### config.mk
export PLATFORM = sky130hd
export DESIGN_NAME = lsu_mem
export DESIGN_NICKNAME = d
export VERILOG_FILES = /design/src/rtl/lsu_mem.sv
export SDC_FILE = /design/constraint.sdc
export NUM_CORES = 1
export LEC_CHECK = 0
export ABC_AREA = 1
export CAP_MARGIN = 20
export CORE_AREA = 2 2 159 161
export DETAILED_ROUTE_END_ITERATION = 7
export DIE_AREA = 0 0 161 163
export HOLD_SLACK_MARGIN = 0.08
export PLACE_DENSITY = 0.65
export SYNTH_ARGS = -nofsm -noshare
export SYNTH_HDL_FRONTEND = slang
export SYNTH_SLANG_ARGS = --single-unit
### constraint.sdc
create_clock -name clk -period 2.81 [get_ports clk]
set_clock_uncertainty 0.1 [all_clocks]
set_input_delay 0.562 -clock clk [delete_from_list [all_inputs] [get_ports clk]]
set_output_delay 0.562 -clock clk [all_outputs]
set_load 0.02 [all_outputs]
### src/rtl/lsu_mem.sv
// lsu_mem: M-stage load/store unit front end.
// Turns a pipeline load/store request into a single-beat doubleword memory
// request and extends the returned load data.
//
// Ports:
//   clk, rst_n            rising-edge clock, async active-low reset
//   memreadM, memwriteM   M-stage load / store request
//   RW_typeM              access type (B,H,W,D,BU,HU,WU; 111 illegal)
//   addrM, wdataM         byte address and right-justified store data
//   dmem_req/we/addr/be/wdata   request to data memory
//   dmem_gnt              request accepted this cycle
//   dmem_rvalid/rdata     load data return
//   stallM                freeze IF..M pipeline registers
//   ldataM, lvalidM       extended load result and its valid strobe
//   misalignM             misaligned or illegal access (one cycle)
module lsu_mem (
    input  logic        clk,
    input  logic        rst_n,
    input  logic        memreadM,
    input  logic        memwriteM,
    input  logic [2:0]  RW_typeM,
    input  logic [63:0] addrM,
    input  logic [63:0] wdataM,
    output logic        dmem_req,
    output logic        dmem_we,
    output logic [63:0] dmem_addr,
    output logic [7:0]  dmem_be,
    output logic [63:0] dmem_wdata,
    input  logic        dmem_gnt,
    input  logic        dmem_rvalid,
    input  logic [63:0] dmem_rdata,
    output logic        stallM,
    output logic [63:0] ldataM,
    output logic        lvalidM,
    output logic        misalignM
);

    typedef enum logic [1:0] {
        IDLE,
        REQ,
        WAIT
    } state_t;

    state_t      state;
    state_t      state_next;

    logic [2:0]  type_q;
    logic [2:0]  off_q;

    logic        is_rd;
    logic        is_wr;
    logic        type_ok;
    logic        aligned;
    logic        access_ok;
    logic [7:0]  base_mask;
    logic        req;
    logic        stall;
    logic        lvalid;
    logic        misalign;
    logic        load_grant;
    logic [63:0] shifted;
    logic [63:0] load_ext;

    // Access decode. Types 100..110 share the size encoding in bits [1:0]
    // with their signed counterparts.
    always_comb begin
        is_rd   = memreadM & ~memwriteM;
        is_wr   = memwriteM & ~memreadM;
        type_ok = (RW_typeM != 3'b111) && !(is_wr && RW_typeM[2]);
        case (RW_typeM[1:0])
            2'b00: begin aligned = 1'b1;                base_mask = 8'h01; end
            2'b01: begin aligned = ~addrM[0];           base_mask = 8'h03; end
            2'b10: begin aligned = (addrM[1:0] == 2'b00);  base_mask = 8'h0F; end
            default: begin aligned = (addrM[2:0] == 3'b000); base_mask = 8'hFF; end
        endcase
        access_ok = (is_rd | is_wr) & type_ok & aligned;
    end

    // Next state and control. Inputs are held stable while stalled, so in
    // REQ the live request decode still identifies load vs store.
    always_comb begin
        state_next = state;
        req        = 1'b0;
        stall      = 1'b0;
        lvalid     = 1'b0;
        misalign   = 1'b0;
        load_grant = 1'b0;
        case (state)
            IDLE: begin
                if (access_ok) begin
                    req = 1'b1;
                    if (is_wr) begin
                        if (!dmem_gnt) begin
                            stall      = 1'b1;
                            state_next = REQ;
                        end
                    end else begin
                        stall = 1'b1;
                        if (dmem_gnt) begin
                            load_grant = 1'b1;
                            state_next = WAIT;
                        end else begin
                            state_next = REQ;
                        end
                    end
                end else if (memreadM || memwriteM) begin
                    misalign = 1'b1;
                end
            end
            REQ: begin
                req   = 1'b1;
                stall = 1'b1;
                if (dmem_gnt) begin
                    if (is_wr) begin
                        stall      = 1'b0;
                        state_next = IDLE;
                    end else begin
                        load_grant = 1'b1;
                        state_next = WAIT;
                    end
                end
            end
            WAIT: begin
                stall = 1'b1;
                if (dmem_rvalid) begin
                    stall      = 1'b0;
                    lvalid     = 1'b1;
                    state_next = IDLE;
                end
            end
            default: state_next = IDLE;
        endcase
        // Outputs are combinational from the inputs, so reset must mask
        // them explicitly rather than relying on the IDLE state alone.
        if (!rst_n) begin
            state_next = IDLE;
            req        = 1'b0;
            stall      = 1'b0;
            lvalid     = 1'b0;
            misalign   = 1'b0;
            load_grant = 1'b0;
        end
    end

    always_ff @(posedge clk or negedge rst_n) begin
        if (!rst_n) begin
            state  <= IDLE;
            type_q <= '0;
            off_q  <= '0;
        end else begin
            state <= state_next;
            if (load_grant) begin
                type_q <= RW_typeM;
                off_q  <= addrM[2:0];
            end
        end
    end

    // Load alignment and extension use the copies captured at grant.
    always_comb begin
        shifted = dmem_rdata >> {off_q, 3'b000};
        case (type_q)
            3'b000:  load_ext = {{56{shifted[7]}},  shifted[7:0]};
            3'b001:  load_ext = {{48{shifted[15]}}, shifted[15:0]};
            3'b010:  load_ext = {{32{shifted[31]}}, shifted[31:0]};
            3'b100:  load_ext = {56'd0, shifted[7:0]};
            3'b101:  load_ext = {48'd0, shifted[15:0]};
            3'b110:  load_ext = {32'd0, shifted[31:0]};
            default: load_ext = shifted;
        endcase
    end

    always_comb begin
        dmem_req   = req;
        dmem_we    = req & is_wr;
        dmem_addr  = {addrM[63:3], 3'b000};
        dmem_be    = req ? (base_mask << addrM[2:0]) : '0;
        dmem_wdata = wdataM << {addrM[2:0], 3'b000};
        stallM     = stall;
        lvalidM    = lvalid;
        misalignM  = misalign;
        ldataM     = lvalid ? load_ext : '0;
    end

endmodule

Word-level counts from Yosys, hierarchy flattened
Index checks and enable logic that the tools add are counted.
{ "word_totals": {"ff_bits": 8, "latch_bits": 0, "ramBits": 0, "romBits": 0, "input_bits": 201, "out_inout_bits": 205, "wordCells": 77, "mem_count": 0} }
{ "classes": {"n_addsub": 0, "n_mul": 0, "div": 0, "magnitude_cmp": 0, "n_eq_ne": 14, "shift": 3, "n_mux": 38, "bitwise": 9, "n_reduce_logical": 10} }
{ "op_table": {"columns": ["op", "count"], "rows": [
  ["64-bit one-hot mux with 6 select lines", 1],
  ["64-bit 2-to-1 mux", 1],
  ["64-bit by 6-bit left shift with 64-bit output", 1],
  ["64-bit by 6-bit right shift with 64-bit output", 1],
  ["8-bit one-hot mux with 3 select lines", 1],
  ["1-bit 2-to-1 mux", 21],
  ["2-bit 2-to-1 mux", 8],
  ["3-bit != test (second input constant)", 4],
  ["3-bit == test (second input constant)", 3],
  ["8-bit 2-to-1 mux", 1],
  ["8-bit by 3-bit left shift with 8-bit output", 1],
  ["2-bit zero test", 3],
  ["3-bit zero test", 2],
  ["1-bit one-hot mux with 3 select lines", 2],
  ["2-bit one-hot mux with 3 select lines", 1],
  ["1-bit AND", 5],
  ["2-bit by 1-bit == test with 1-bit output (second input constant)", 2],
  ["2-bit == test (second input constant)", 2],
  ["4-bit != test (second input constant)", 1],
  ["1-bit one-hot mux with 2 select lines", 2],
  ["4-bit AND reduction", 1],
  ["3-bit by 1-bit == test with 1-bit output (second input constant)", 1],
  ["3-bit by 2-bit == test with 1-bit output (second input constant)", 1],
  ["1-bit inverter", 3],
  ["4 further kinds", 5]
]} }

Logic depth before layout (Yosys ltp)
{ "logic_depth": {"word_depth": 11, "depth_mapped": 12, "mapped_depth_nobuf": 10} }

Worst setup path before layout
No wires, ideal clock.
{ "synth_path": {"kind": "input-to-output", "start": "input memreadM", "end": "output dmem_be[3]", "arrival_ps": 1858, "t_required_ps": 2148, "slack_ps": 290, "stages": 9, "n_path_buf": 0, "cell_sequence": "inv_1 ha_1 inv_1 o21ai_0 nand2_1 nand3_2 nand2_2 nand2_2 nor3_1"} }
{ "synth_via": {"elab_chain_len": 11, "elab_cells_between_ends": 13, "cone_classes": "mux (4); bitwise (6); reduce/logical (3)"} }
{ "synth_rtl": {"columns": ["element", "line", "rtl"], "rows": [
  ["from (decl)", "19", "input logic memreadM,"],
  ["1-bit inverter", "68", "is_wr = memwriteM & ~memreadM;"],
  ["1-bit AND", "68", null],
  ["1-bit logical AND", "69", "type_ok = (RW_typeM != 3'b111) && !(is_wr && RW_typeM[2]);"],
  ["1-bit zero test", "69", null],
  ["1-bit logical AND", "69", null],
  ["1-bit AND * (2 in series)", "76", "access_ok = (is_rd | is_wr) & type_ok & aligned;"],
  ["1-bit 2-to-1 mux *", "90", "if (access_ok) begin"],
  ["1-bit one-hot mux with 2 select lines *", "88", "case (state)"],
  ["1-bit 2-to-1 mux *", "135", "if (!rst_n) begin"],
  ["8-bit 2-to-1 mux *", "177", "dmem_be = req ? (base_mask << addrM[2:0]) : '0;"],
  ["to (decl)", "27", "output logic [7:0] dmem_be,"]
]} }
Every way passes the cells marked *; elsewhere a longest branch is shown, timed or not.

Worst setup path in the final report
{ "layout_path": {"start": "input dmem_rdata[57]", "end": "output ldataM[17]"} }
{ "layout_via": {"elab_chain_len": 3} }
{ "layout_rtl": {"columns": ["element", "line", "rtl"], "rows": [
  ["from (decl)", "31", "input logic [63:0] dmem_rdata,"],
  ["64-bit by 6-bit right shift with 64-bit output", "161", "shifted = dmem_rdata >> {off_q, 3'b000};"],
  ["64-bit one-hot mux with 6 select lines", "162", "case (type_q)"],
  ["64-bit 2-to-1 mux", "182", "ldataM = lvalid ? load_ext : '0;"],
  ["to (decl)", "33", "output logic [63:0] ldataM,"]
]} }
No other way between the ends.

==> summary.md <==
Based on the critical path, the design can be clocked at up to 362.7 MHz. Type of the worst min-delay path: input pin to asynchronous set/reset pin. In the final routed layout, each cell accounts on average for 16.08 um. In this run the critical register-to-register path is launched from state[1]$_DFFE_PN0P_. Most used cell along the critical path: nand2_1. The first global-routing pass estimated 42,260 um of wire. The synthesized design devotes to its leading area cell type 26.32% of total area. Cells with a size suffix above 1 make up 24.38% of the layout. Averaged over all synthesized cells, the footprint is 4.910 um2. The maximum fanout count along the critical path is 3, and the number of vias in the routed layout is 8,485. The completed layout was analyzed and its total power is 4.893 mW. The run gives 0 as the number of failing setup endpoints in the final timing report.

The cell with the largest stage delay on the worst path is clkdlybuf4s50_1. The H-tree depth reported by CTS was 1. For the via count of the first global-routing pass, the log shows 8,124.

Across the VDD grid, the largest voltage drop is 0.2917 mV. The pre-antenna-repair detailed-routing pass consisted of 6 iterations. The initial antenna violation count was 6; the HPWL after detailed placement was 21,590 um. The number of distinct library cell variants in the gate-level netlist after synthesis came out at 35. Counting the buffers created by CTS gives 3. The run finished with clean final reports.

After synthesis, the cell types taking the most area are nand2_1 (26%), nand3_1 (14%), o21ai_0 (11%). During synthesis, Yosys emitted a total of 0 warnings. Sort of element at the end of the critical path: an output port.

The tool flagged a number of max-cap violations equal to 0. The area growth from synthesis to layout is 69.07%. Clock tree synthesis selected as its root buffer the cell clkbuf_16. Measured along the x axis, the die boundary spans 161 um. The number of antenna diodes in the final layout is 0.

For the tightest slew margin relative to the limit, the log shows 65.57%. The proportion of synthesized flip-flops having asynchronous set or reset is 100.0%. Entering global routing, the biggest net connects 38 pins. For this block, the routed nets add up to 27,990 um of wire. The detail route stage leaves a number of antenna-violating nets equal to 0. Routability-driven placement finished with a final weighted congestion of 0.9307. The delay of the slowest cell on the worst path was 570 ps. The post-layout utilization of the core was 37.14%.

The all-layer global routing usage is 19.91%. The top cell type by total area after synthesis was nand2_1. For the least setup slack across all paths after layout, the log shows 53.23 ps. For this run, the leading register cell type out of synthesis is dfrtp_1.

The final critical path takes up 98.11% of the cycle. For the pin with the worst max-slew slack, the measured transition is 515.9 ps. The detail-routed via count per cell is 4.874. Cell class contributing the biggest share of worst-path delay: buffers and inverters.

The routed design could run at a clock period as short as 2757 ps. Data on the critical path arrives at its endpoint at 2090 ps. In this run the cell area of the synthesized design comes to 0.005420 mm2. For the cell count after synthesis, the log shows 1,104. Traced cell by cell, the critical path runs through clkdlybuf4s50_1, inv_1, nand2_1, nand3_1, a21oi_1, nand2_1, nand3_1, nand2_1, inv_1, clkdlybuf4s15_1. By count the netlist is led by nand2_1 (380), nand3_1 (152), o21ai_0 (118), nor2_1 (84), inv_1 (75). Buffers placed on the I/O ports in this run total 280. At the placement stage, the worst setup path has a slack of -612.5 ps. The total area inside the core boundary comes to 0.02467 mm2. After the first detailed-routing iteration, the DRC count stood at 727. The vertical die dimension is 163 um, and the initial cell density of the core is 21.97%. Counting flops with a built-in enable in the synthesized netlist gives 0. The worst setup path is launched from an input pin. At the worst endpoint, the required time is 2150 ps.

In this run the worst setup path begins at dmem_rdata[57]. The clock reaches the later pin of the worst-skew pair after 230 ps. Number of hold-slack violations in the final timing report: 0. The number of storage elements in the synthesis netlist is 8. TritonCTS built the clock tree. In the post-synthesis netlist, the cell with the most instances is nand2_1. Ratio of total power to cell area: 534.0 mW/mm2.

The detailed-route DRC error count was 0; the total buffers and inverters traversed by the critical path was 4. Sequential elements use 3.693% of the synthesized area. The total overflow left after global routing is 0. Final hold slack: 222.5 ps. Pin placement for this block handled 406 I/O pins. The initialized floorplan defines 58 standard-cell rows.

The critical path class is input pin to output port. For this run, the post-layout net count is 1,615. The tools report the sink count of the clock tree as 8. The clock-pin slew reported for the worst setup and hold paths after clock tree synthesis was 40 ps; the final count of pins violating max slew was 0.

The die area came out at 0.02624 mm2. For this design the static power due to leakage is 4.712 nW. Setup repair after global routing could not meet its margin everywhere. The clock passes through at most 2 buffers.
[cells by family after synthesis]
group	share of synthesized area (%)
AND/OR/NAND/NOR	51.92
buffers and inverters	22.51
AO/OA/AOI/OAI	17.47
multiplexers	3.878
flip-flops	3.693
adder cells (fa/ha/maj)	0.4616
other	0.06919
[metal layers]
metal  global-route usage (%)  vias to the layer above  wire [um]
met2                    36.11                      493      13340
met5                        0                        -         11
met1                    22.79                     3788      10780
met3                    4.660                       75       2730
li1                         -                     4127          -
met4                    7.183                        2       1140
[through the flow]
step	std cells	setup TNS, ps	cell area (um2)
5_1_grt	1741	-32.77	9164
3_3_place_gp	1700	-53420	8871
3_5_place_dp	1700	-54920	8871
2_1_floorplan	1106	0	5428
4_1_cts	1731	0	9060
6_report	1741	0	9164
[where the power goes]
part,switching [mW],internal [mW]
Combinational,2.59,1.85
Sequential,0.0536,0.154
Clock,0.0550,0.189
[cells in the final DEF, fill, tap and decap left out, types with 9 or more instances in the layout]
master / count
nand2_1: 376
buf_4: 150
nand3_1: 147
clkdlybuf4s50_1: 127
o21ai_0: 96
nor2_1: 77
inv_1: 71
buf_2: 54
a21oi_1: 41
dlygate4sd2_1: 30
clkdlybuf4s15_2: 25
o21ai_1: 24
mux2i_1: 21
buf_12: 19
nor2_2: 16
buf_6: 11
clkbuf_2: 11
clkdlybuf4s15_1: 10
nor3_1: 9
[path summary, 6_finish.rpt]
check                      slack, ps                   end  cells past startpoint
max in group asynchronous       2230  off_q[0]$_DFFE_PN0P_                      2
max reg2reg                     1310  off_q[0]$_DFFE_PN0P_                      5
min                              220  state[0]$_DFFE_PN0P_                      2
min in group clk                 420  off_q[2]$_DFFE_PN0P_                      2
min reg2reg                      420  off_q[2]$_DFFE_PN0P_                      2
max                               50            ldataM[17]                     10
[state kept, by name (all words and copies together) (netlist names)]
register and cells:
state 2, off_q 3, type_q 3
[timing repair]
item,in CTS,in global routing
hold buffers,0,0
setup endpoints to repair,140,61
buffers inserted,23,9
cloned,4,1
pin swaps,19,12
gates resized for setup,503,63
[cell type report]
class / count / area (um2)
clock buffer: 4 / 78.83
fill: 2790 / 15510
inverter: 84 / 325.3
multi-input combinational: 871 / 4173
sequential: 8 / 202.7
tap: 330 / 412.9
timing repair buffer: 443 / 3966
timing repair inverter: 1 / 5.005
Note: power is estimated with default switching activity, not from simulation.
